File: src/rtl/div4_pkg.sv
// rtl/div4_pkg.sv - shared types and constants for the 4-bit sequential divider
package div4_pkg;

    localparam int WIDTH      = 4;
    localparam int ITERATIONS = 4;

    typedef enum logic [1:0] {
        IDLE,
        CALC,
        DONE
    } state_e;

endpackage

File: src/rtl/sub4_flags.sv
// rtl/sub4_flags.sv - 4-bit subtractor; carry flag reports a borrow (a < b)
module sub4_flags (
    input  logic [3:0] a_i,
    input  logic [3:0] b_i,
    output logic [3:0] diff_o,
    output logic       carry_o
);

    assign {carry_o, diff_o} = {1'b0, a_i} - {1'b0, b_i};

endmodule

File: src/rtl/div4_seq.sv
// rtl/div4_seq.sv - 4-bit unsigned restoring divider, one quotient bit per cycle
module div4_seq
    import div4_pkg::*;
(
    input  logic             clk,
    input  logic             rst_n,
    input  logic             start,
    input  logic [WIDTH-1:0] dividend,
    input  logic [WIDTH-1:0] divisor,
    output logic             busy,
    output logic             done,
    output logic [WIDTH-1:0] quotient,
    output logic [WIDTH-1:0] remainder,
    output logic             div_by_zero
);

    localparam int CNT_W = $clog2(ITERATIONS);
    localparam logic [CNT_W-1:0] LAST_CNT = CNT_W'(ITERATIONS - 1);

    state_e           state_q, state_d;
    logic [WIDTH-1:0] q_q, q_d;
    logic [WIDTH-1:0] r_q, r_d;
    logic [WIDTH-1:0] d_q, d_d;
    logic [CNT_W-1:0] cnt_q, cnt_d;
    logic             dbz_q, dbz_d;

    logic [WIDTH:0]   s;
    logic [WIDTH-1:0] diff;
    logic             borrow;
    logic             q_bit;

    // Partial remainder shifted left with the next dividend bit pulled in
    assign s = {r_q, q_q[WIDTH-1]};

    sub4_flags u_sub (
        .a_i    (s[WIDTH-1:0]),
        .b_i    (d_q),
        .diff_o (diff),
        .carry_o(borrow)
    );

    assign q_bit = s[WIDTH] | ~borrow;

    always_comb begin
        state_d = state_q;
        q_d     = q_q;
        r_d     = r_q;
        d_d     = d_q;
        cnt_d   = cnt_q;
        dbz_d   = dbz_q;
        case (state_q)
            IDLE: begin
                if (start) begin
                    if (divisor != '0) begin
                        r_d     = '0;
                        q_d     = dividend;
                        d_d     = divisor;
                        cnt_d   = '0;
                        dbz_d   = 1'b0;
                        state_d = CALC;
                    end else begin
                        q_d     = '1;
                        r_d     = dividend;
                        dbz_d   = 1'b1;
                        state_d = DONE;
                    end
                end
            end
            CALC: begin
                r_d   = q_bit ? diff : s[WIDTH-1:0];
                q_d   = {q_q[WIDTH-2:0], q_bit};
                cnt_d = cnt_q + 1'b1;
                if (cnt_q == LAST_CNT) begin
                    state_d = DONE;
                end
            end
            DONE: begin
                state_d = IDLE;
            end
            default: begin
                state_d = IDLE;
            end
        endcase
    end

    always_ff @(posedge clk or negedge rst_n) begin
        if (!rst_n) begin
            state_q <= IDLE;
            q_q     <= '0;
            r_q     <= '0;
            d_q     <= '0;
            cnt_q   <= '0;
            dbz_q   <= 1'b0;
        end else begin
            state_q <= state_d;
            q_q     <= q_d;
            r_q     <= r_d;
            d_q     <= d_d;
            cnt_q   <= cnt_d;
            dbz_q   <= dbz_d;
        end
    end

    assign busy        = (state_q != IDLE);
    assign done        = (state_q == DONE);
    assign quotient    = q_q;
    assign remainder   = r_q;
    assign div_by_zero = dbz_q;

endmodule

File: config.mk
export PLATFORM = sky130hd
export DESIGN_NAME = div4_seq
export DESIGN_NICKNAME = d
export VERILOG_FILES = /design/src/rtl/div4_pkg.sv /design/src/rtl/sub4_flags.sv /design/src/rtl/div4_seq.sv
export SDC_FILE = /design/constraint.sdc
export NUM_CORES = 1
export LEC_CHECK = 0
export CORE_MARGIN = 10
export CORE_UTILIZATION = 30
export DETAILED_ROUTE_END_ITERATION = 8
export RECOVER_POWER = 100
export SYNTH_ARGS = -nofsm -noshare
export SYNTH_HDL_FRONTEND = slang
export SYNTH_SLANG_ARGS = --single-unit
File: constraint.sdc
create_clock -name clk -period 4.3 [get_ports clk]
set_clock_uncertainty 0.05 [all_clocks]
set_input_delay 0.43 -clock clk [delete_from_list [all_inputs] [get_ports clk]]
set_output_delay 0.43 -clock clk [all_outputs]
set_load 0.05 [all_outputs]
# --- Word level (Yosys, flattened, before mapping) ---
# Cells that the tools add are included.
word_totals:
  regBits: 17
  output_inout_bits: 11
op_classes:
  n_addsub: 2
  n_eq_ne: 6
  mux: 15
  bitwise_logic: 2
  reduce_logical: 9
op_table:
  columns: ["operator", "n"]
  rows:
  - ["4-bit 2-to-1 mux", 5]
  - ["4-bit case mux with 2 select lines", 2]
  - ["2-bit 2-to-1 mux", 5]
  - ["2-bit case mux with 2 select lines", 2]
  - ["2-bit != test (second input constant)", 3]
  - ["2-bit AND reduction", 3]
  - ["3-bit AND reduction", 2]
  - ["4-bit by 4-bit subtractor with 5-bit output", 1]
  - ["2-bit equality test (second input constant)", 2]
  - ["2-bit nonzero test", 2]
  - ["4-bit nonzero test", 1]
  - ["2-bit by 1-bit adder with 2-bit output (second input constant)", 1]
  - ["2-bit by 1-bit equality test with 1-bit output (second input constant)", 1]
  - ["2-bit logical NOT", 1]
  - ["1-bit 2-to-1 mux", 1]
  - ["1-bit NOT", 1]
  - ["1-bit bitwise OR", 1]

# --- Depth between registers and ports, before layout ---
# Gate-level depths: netlist of run 1.
logic_depth:
  depth_word: 5
  mapped_depth: 9
  depth_no_buf: 9

# --- By module ---
# A second synthesis of run 1 with hierarchy kept.
unflattened:
  cells_unflattened: 98
  hier_area_um2: 974.7
modules_own_cells:
  columns: ["mod", "n_inst", "cells_each", "area_each_um2", "seq_area_each_um2"]
  rows:
  - ["div4_seq", 1, 80, 837.1, 425.4]
  - ["sub4_flags", 1, 18, 137.6, 0.0]

# --- Worst setup path after synthesis of run 1 ---
# No wires, ideal clock.
synth_timing:
  path_kind: "reg-to-reg"
  startpoint: "reg q_q[3], in the netlist quotient[3]"
  endpoint: "reg r_q[3], in the netlist remainder[3]"
  setup_ps: 104
  arrival_time_ps: 1923
  path_slack_ps: 2223
  stages_incl_launch_ff: 9
  n_path_buf: 0
  synth_period_minus_slack_ps: 2077
  cell_sequence: "dfrtp_1 inv_1 ha_1 inv_1 fa_1 nand3_1 nand2_1 mux2i_1 a221oi_1"
synth_via:
  elab_chain_len: 5
synth_rtl:
  columns: ["item", "line", "source"]
  rows:
  - ["start: declaration", "div4_seq.sv:21", "logic [WIDTH-1:0] q_q, q_d;"]
  - ["start signal: assignment", "div4_seq.sv:96", "q_q <= q_d;"]
  - ["4-bit by 4-bit subtractor with 5-bit output (*)", "sub4_flags.sv:9", "assign {carry_o, diff_o} = {1'b0, a_i} - {1'b0, b_i};"]
  - ["1-bit NOT", "div4_seq.sv:42", "assign q_bit = s[WIDTH] | ~borrow;"]
  - ["1-bit bitwise OR", "div4_seq.sv:42", null]
  - ["4-bit 2-to-1 mux (*)", "div4_seq.sv:70", "r_d = q_bit ? diff : s[WIDTH-1:0];"]
  - ["4-bit case mux with 2 select lines (*)", "div4_seq.sv:51", "case (state_q)"]
  - ["end signal: assignment", "div4_seq.sv:97", "r_q <= r_d;"]
  - ["end: declaration", "div4_seq.sv:22", "logic [WIDTH-1:0] r_q, r_d;"]
# Mark *: on every way between the ends. The rest lies on a longest branch, timed or not.
# A chain may end at the register's enable or synchronous reset.

# --- Final worst setup path of run 1 ---
layout_timing:
  startpoint: "in divisor[1]"
  endpoint: "reg d_q[1]"
layout_via:
  elab_chain_len: 2
layout_rtl:
  columns: ["item", "line", "source"]
  rows:
  - ["start: declaration", "div4_seq.sv:9", "input logic [WIDTH-1:0] divisor,"]
  - ["4-bit nonzero test", "div4_seq.sv:54", "if (divisor != '0) begin"]
  - ["3-bit AND reduction (no line)", null, null]
  - ["end signal: assignment", "div4_seq.sv:91", "d_q <= '0;"]
  - ["end signal: assignment", "div4_seq.sv:98", "d_q <= d_d;"]
  - ["end: declaration", "div4_seq.sv:23", "logic [WIDTH-1:0] d_q, d_d;"]
# Parallel ways exist; a longest one is shown, timed or not.

==> results by stage, run 1 <==
Pwr:
- Across the VDD grid, the largest voltage drop is 0.0003656 V.
- The leakage power summed over all cells is 0.5439 nW.
- The power per cell area is 895.3 nW/um^2.
- Total power for the finished layout comes to 1.080 mW.

Cells and area:
- For this run, the post-layout net count is 137.
- In the final layout, the share of cells above drive strength 1 is 0.05042.
- The relative area change from synthesis to final layout is 26.01%.
- The number of antenna repair diodes is 0.
- The share of the core filled with cells is 0.3951.

Setup path:
- For the worst setup path, the data arrival time is 2800 ps.
- The sort of element at the end of the critical path is a flop.
- The startpoint type of the worst setup path is an input port.
- The number of buffers and inverters on the critical path is 1.
- The critical path is of the input port to flop type.
- The critical path's largest stage delay is 1110 ps.
- Traced cell by cell, the critical path runs through dlygate4sd3_1 > nor4_1 > or3_1 > mux2_1.
- The slowest cell on the critical path is nor4_1.
- The largest fanout of any net on the critical path is 10.
- The cell class contributing the biggest share of worst-path delay is simple AND/OR/NAND/NOR gates.
- At the worst endpoint, the required time is 4440 ps.

Detailed routing:
- The number of routed nets with antenna violations is 0.
- The total vias in the final route is 785.
- The average routed wire per standard cell is 14.44 um.
- The first detailed-routing pass ran for 4 iterations.
- For this block, the routed nets add up to 2354 um of wire.
- In the routed design, unresolved DRC markers number 0.
- After detailed routing, the number of vias per cell comes to 4.816.
- The number of design-rule violations left by the first detailed-router iteration is 43.

Placed design:
- Buffers placed on the I/O ports in this run total 21.
- The placer's final routability congestion estimate is 0.8518.
- Timing analysis after detailed placement gives a worst setup slack of 2006 ps.
- Detailed placement finished with a half-perimeter wire length of 1838 um.

Global routing:
- The all-layer global routing usage is 0.08130.
- The overflow left after global routing is 0.
- The number of antenna violations at the first check in global routing is 0.
- The wire length of the first global-routing pass is 3981 um.
- Entering global routing, the biggest net connects 18 pins.
- The number of global-route vias before repair was 835.

Logic synthesis:
- In this run the cell area of the synthesized design comes to 957.2 um^2.
- The count of different cell masters after synthesis is 31.
- After synthesis, the cell types taking the most area are dfrtp_1 44%, ha_1 6.5%, o21ai_0 4.7%.
- The fraction of post-synthesis cell area in the top cell type by area is 0.4444.
- In the synthesized netlist, the number of instances is 97.
- The number of nets handed over by synthesis was 114.
- Summed over all instances, the cell type with the most area after synthesis is dfrtp_1.
- The synthesized design contains 17 register bits.
- The average instance in the mapped netlist occupies 9.868 um^2.
- The sequential fraction of the synthesis area is 0.4444.
- The number of warnings issued by yosys is 0.

CTS:
- The number of hold buffers added after CTS was 0.
- Counting the buffers created by CTS gives 3.
- TritonCTS built the clock tree.
- The source-to-sink clock delay at the later pin of the worst-skew pair is 300 ps.
- In this run the number of H-tree levels came out at 1.
- The cell chosen for the clock root is clkbuf_4.
- The post-CTS setup-driven buffer insertion count is 0.
- In this run, post-CTS repair resized a total of 0 instances.
- Clock-pin slew was measured on the worst setup and hold paths at 110 ps.
- The maximum root-to-sink buffer count is 2.
- Counting every sink on the clock net gives 17.

Timing:
- The hold violation total from the final report is 0.
- The count of final max-slew check failures is 0.
- The final total negative setup slack is 0 ps.
- The post-route clock period utilization is 0.6183.
- Static timing analysis puts the maximum clock frequency at 376.1 MHz.
- Setup violations remaining at the end of the flow were counted as 0.
- The measured slew at the worst slew-check pin is 1322 ps.
- After layout, the worst setup slack is 1641 ps.
- Setup repair after global routing left no endpoint under its margin.
- After layout, the minimum clock period comes to 2659 ps.
- The worst relative slew slack is 0.1103.

Floorplanning:
- The floorplan step defined a die boundary enclosing 5850 um^2.
- The total area inside the core boundary comes to 3053 um^2.
- The height of the die is 76.49 um.
- The number of top-level pins is 22.
- The die width is 76.49 um.
- The initial utilization of the core area, before any placement, comes to 0.3135.
- The count of standard-cell rows is 20.

Min path:
- The worst hold path belongs to the class flop to flop.

Job:
- Across the run, the number of max-cap violations was 0.

Status:
- The run finished with clean final reports.
==> flip-flops by register name, indices dropped and copies added, names as in the netlist <==
register     count
d_q              4
remainder        4
cnt_q            2
div_by_zero      1
quotient         4
state_q          2
==> per-stage QoR <==
step	instance area [um^2]	instances	hold slack (ps)
after global placement	1204	159	440.5
after CTS	1231	163	469.7
final	1206	163	460.3
after floorplan	957.2	97	84.41
after detailed placement	1204	159	450.9
after global routing	1206	163	493.4
==> cell usage in the layout (no fill, tap or decap), drive strengths merged, types with 2 or more instances in the layout <==
cell type	netlist	layout
nand2	12	12
a21oi	5	5
mux2	3	3
dfrtp	17	17
mux2i	2	2
clkbuf	2	3
o211ai	2	2
nor2	8	8
or2	2	2
clkdlybuf4s50	0	8
inv	6	6
o21ai	10	10
a31oi	2	2
nand2b	2	2
a22o	3	3
dlygate4sd3	0	13
ha	5	5
or3	4	4
==> cell usage after synthesis (all sizes together) <==
| library cell | count |
|---|---|
| nor4 | 1 |
| nor2b | 1 |
| and4 | 1 |
| xor2 | 1 |
| mux2 | 3 |
| o211ai | 2 |
| o21ai | 10 |
| a31oi | 2 |
| mux2i | 2 |
| and2b | 1 |
| ha | 5 |
| or2 | 2 |
| nor2 | 8 |
| nand3 | 1 |
| a22o | 3 |
| fa | 1 |
| inv | 6 |
| a221oi | 1 |
| nand2b | 2 |
| or3 | 4 |
| buf | 1 |
| clkbuf | 2 |
| a211oi | 1 |
| nand2 | 12 |
| a22oi | 1 |
| xnor2 | 1 |
| a21oi | 5 |
| dfrtp | 17 |
==> power by group <==
| part | total, mW | switching, mW | internal, mW |
|---|---|---|---|
| combinational | 0.688 | 0.434 | 0.254 |
| clock | 0.0897 | 0.0550 | 0.0347 |
| sequential | 0.303 | 0.0631 | 0.239 |
| total | 1.08 | 0.552 | 0.528 |
==> layout make-up <==
class / instances / area [um^2]
multi-input cells: 71 / 465.4
repair buffers: 21 / 210.2
inverters: 6 / 22.52
clock inverters: 1 / 5.005
fillers: 312 / 1847
clock buffers: 3 / 22.52
flip-flops and latches: 17 / 425.4
well taps: 44 / 55.05
==> path summary, 6_finish.rpt <==
kind                             start      endpoint  slack [ps]  cells past startpoint
min                        quotient[0]   quotient[0]         460                      2
max in group asynchronous        rst_n  remainder[2]        3120                      1
min in group asynchronous        rst_n        d_q[1]         590                      1
min reg2reg                quotient[0]   quotient[0]         460                      2
max reg2reg                quotient[3]  remainder[3]        2290                      8
max                         divisor[1]        d_q[1]        1640                      4
==> tightest hold or removal path: cells and delay by family (launching register included) <==
| family | cells | cell delay, ps |
|---|---|---|
| DFF | 1 | 370 |
| AOI/OAI and AO/OA | 1 | 60 |
| and+or+nand+nor | 1 | 50 |
==> logic make-up (layout without fill, tap and decap cells) <==
group                      count (synthesis)  count (layout)  synth area share
xor gates and xnor gates                   2               2           0.01830
AOI/OAI and AO/OA                         25              25            0.1595
DFF                                       17              17            0.4444
muxes                                      5               5           0.06405
buffers and inverters                      9              31           0.04314
adders and majority gates                  6               6           0.08628
and+or+nand+nor                           33              33            0.1843
==> layer usage <==
layer  track usage  part of all wire
met5             0                 0
met4       0.03346             0.013
met3       0.02712             0.043
met2        0.1369              0.50
met1       0.09165              0.44
(Power assumes the default switching activity.)
==> run 2, diff against run 1 <==
clock period = 2.6 ns   (was 4.3 ns; I/O delays follow)
==> run 2 against run 1 <==
Largest power group unchanged. Count of clock-buffer cells in the layout unchanged. Worst hold slack worse by 30 ps. Utilization up 0.61 points. Critical endpoint is now busy.
==> results by stage, run 2 (synthesis results as in run 1) <==
Status:
- The run finished with clean final reports.

Floorplanning:
- The number of top-level pins is 22 (unchanged).
- The die width came to 76.49 um (unchanged).
- The area enclosed by the die boundary was 5850 um^2 (unchanged).
- The initial core utilization came to 0.3135 (unchanged).
- The placeable core region is 3053 um^2 (unchanged).
- The count of standard-cell rows is 20 (unchanged).
- The height of the die is 76.49 um (unchanged).

CTS:
- The number of clock buffers inserted by TritonCTS came to 3 (unchanged).
- The count of hold buffers inserted by post-cts repair is 0 (unchanged).
- The count of cells resized by post-cts repair is 0 (unchanged).
- The maximum root-to-sink buffer count is 2 (unchanged).
- The source-to-sink clock delay at the later pin of the worst-skew pair was 290 ps (about the same).
- The TritonCTS clock tree is yes.
- The cell chosen for the clock root is clkbuf_4.
- The clock transition at the registers of the reported paths is 110 ps (about the same).
- The number of sinks on the clock net came to 17 (unchanged).
- The post-CTS setup-driven buffer insertion count is 0 (unchanged).
- The deepest level of the CTS H-tree was 1 (unchanged).

Setup path:
- The signal on the critical path passes through or2_0 > dlygate4sd3_1.
- The cell class contributing the biggest share of worst-path delay is buffers and inverters.
- The critical path buffer and inverter count is 1 (unchanged).
- The worst-case reg-to-reg path depth is 8 (unchanged).
- The register-to-register path setup slack is 590 ps (-1700 ps).
- The worst reg2reg path startpoint is quotient[3].
- On the critical path, the stage with the largest delay is an instance of dlygate4sd3_1.
- The data required time at the worst endpoint is 2290 ps (-2150 ps).
- The sort of element at the end of the critical path is an output pin.
- The endpoint arrival time on the critical path came to 1810 ps (-990 ps).
- The critical path's largest stage delay was 900 ps (-210 ps).
- The critical path is of the flop to output pin type.
- The worst setup path is launched from a flop.
- The largest fanout of any net on the critical path is 5 (-5).
- The endpoint identified for the worst register-to-register timing path is remainder[3].

Detailed routing:
- The total vias in the final route is 794 (+1.1%).
- The length of the first detailed-routing pass in iterations is 4 (unchanged).
- The routed wire length was 2327 um (-1.1%).
- The average routed wire per standard cell is 14.19 um (-1.7%).
- The post-detailed-route via-to-cell ratio was 4.841 (+0.53%).
- The post-route DRC violation count came to 0 (unchanged).
- The number of routed nets with antenna violations is 0 (unchanged).
- The number of design-rule violations left by the first detailed-router iteration is 15 (-65%).

Timing:
- The measured slew at the worst slew-check pin is 794.4 ps (-527.9 ps).
- Setup repair after global routing left no endpoint under its margin.
- The smallest hold slack is 430.1 ps (-30.13 ps).
- The hold violation total from the final report is 0 (unchanged).
- In the finished design, the share of the clock period the worst path needs comes to 0.8156.
- The worst path needs 2121 ps of the cycle, external delays included.
- The worst relative slew slack is 0.4686 (+0.3583).
- The final total negative setup slack is 0 ps (unchanged).
- The count of final max-slew check failures is 0 (unchanged).
- The top achievable clock speed is 471.6 MHz.
- The count of final setup violators came to 0 (unchanged).

Global routing:
- The all-layer global routing usage is 0.07861 (-0.002692).
- The overflow left after global routing was 0 (unchanged).
- The wire length of the first global-routing pass was 3822 um (-4.0%).
- The maximum number of pins on one net before global-route repair came to 18 (unchanged).
- The number of global-route vias before repair came to 818 (-2.0%).
- The number of antenna violations at the first check in global routing is 0 (unchanged).

Placed design:
- The HPWL after detailed placement was 1844 um (+0.32%).
- The number of buffer cells added on primary ports was 21 (unchanged).
- The placer's final routability congestion estimate is 0.8514 (about the same).

Cells and area:
- The number of fill cells is 306 (-1.9%).
- The share of the core filled with cells is 0.4012 (+0.006148).
- In the layout the commonest cells are 17 x dfrtp_1, 13 x dlygate4sd3_1, 12 x nand2_1.
- From synthesis to final layout, the design area changed by 27.97%.
- The register cell area after layout was 425.4 um^2 (unchanged).
- The final layout net count was 138 (+0.73%).
- The most common library cell in the layout ignoring fill and taps is dfrtp_1.
- The number of antenna repair diodes was 0 (unchanged).
- The fraction of final layout cells with drive strength greater than 1 came to 0.05833 (+0.007913).
- The area occupied by multi-input gates is 480.5 um^2 (+3.2%).

Min path:
- The path class of the lowest-slack min-delay path is input port to asynchronous set/reset pin.

Pwr:
- The worst voltage drop across the vdd grid is 0.0006495 V (+78%).
- The leakage power summed over all cells is 0.5470 nW (+0.58%).
- The power per cell area is 1454 nW/um^2 (+62%).

Job:
- The count of max-cap constraint violations is 0 (unchanged).
## run 2: cell count changes in the layout (fill, tap and decap cells not counted), sizes merged
cell	previous run	this run
clkbuf	3	4
## run 2: layer usage
| layer | global-route usage | up-vias | wire length (um) |
|---|---|---|---|
| met5 | 0 | - | 0 |
| met4 | 0.02788 | 0 | 17 |
| met3 | 0.02948 | 2 | 120 |
| met2 | 0.1344 | 18 | 1189 |
| met1 | 0.08678 | 386 | 999 |
| li1 | - | 388 | - |
## run 2: worst max path at each step
stage                startpoint            to  slack (ps)  depth (start not counted)
CTS                  state_q[0]          done         530                          2
detailed placement  quotient[3]  remainder[3]         600                          8
global placement    quotient[3]  remainder[3]         640                          8
floorplan           quotient[3]  remainder[3]         520                          8
global route         state_q[1]          busy         390                          2
finish               state_q[0]          busy         480                          2
## run 2: area by class of cell
type                       count  share of cell area
clock inverter                 1            0.004086
inverter                       6             0.01839
sequential                    17              0.3473
clock buffer                   3             0.01839
multi-input combinational     71              0.3922
tap                           44             0.04494
timing repair buffer          22              0.1747
## run 2: per-stage QoR
step / total power [mW] / cells / area [um^2] / worst slack (ps)
floorplan: 1.371 / 97 / 957.2 / 523.3
global placement: 1.684 / 160 / 1211 / 638.3
detailed placement: 1.706 / 160 / 1211 / 601.7
CTS: 1.855 / 164 / 1239 / 530.0
global route: 1.926 / 164 / 1225 / 386.0
finish: 1.781 / 164 / 1225 / 479.4
## run 2: power breakdown
part	switching [mW]	leakage, nW	internal [mW]
clock network	0.0888	0.0177	0.0572
registers	0.103	0.206	0.396
logic	0.713	0.323	0.423
## run 2: worst reg2reg max path, cell delays in order (launching register included)
cell,delay (ps)
dfrtp_1,420
inv_1,90
ha_1,180
inv_1,60
fa_1,390
nand3_1,100
nand2_1,180
mux2i_1,170
a221oi_1,280
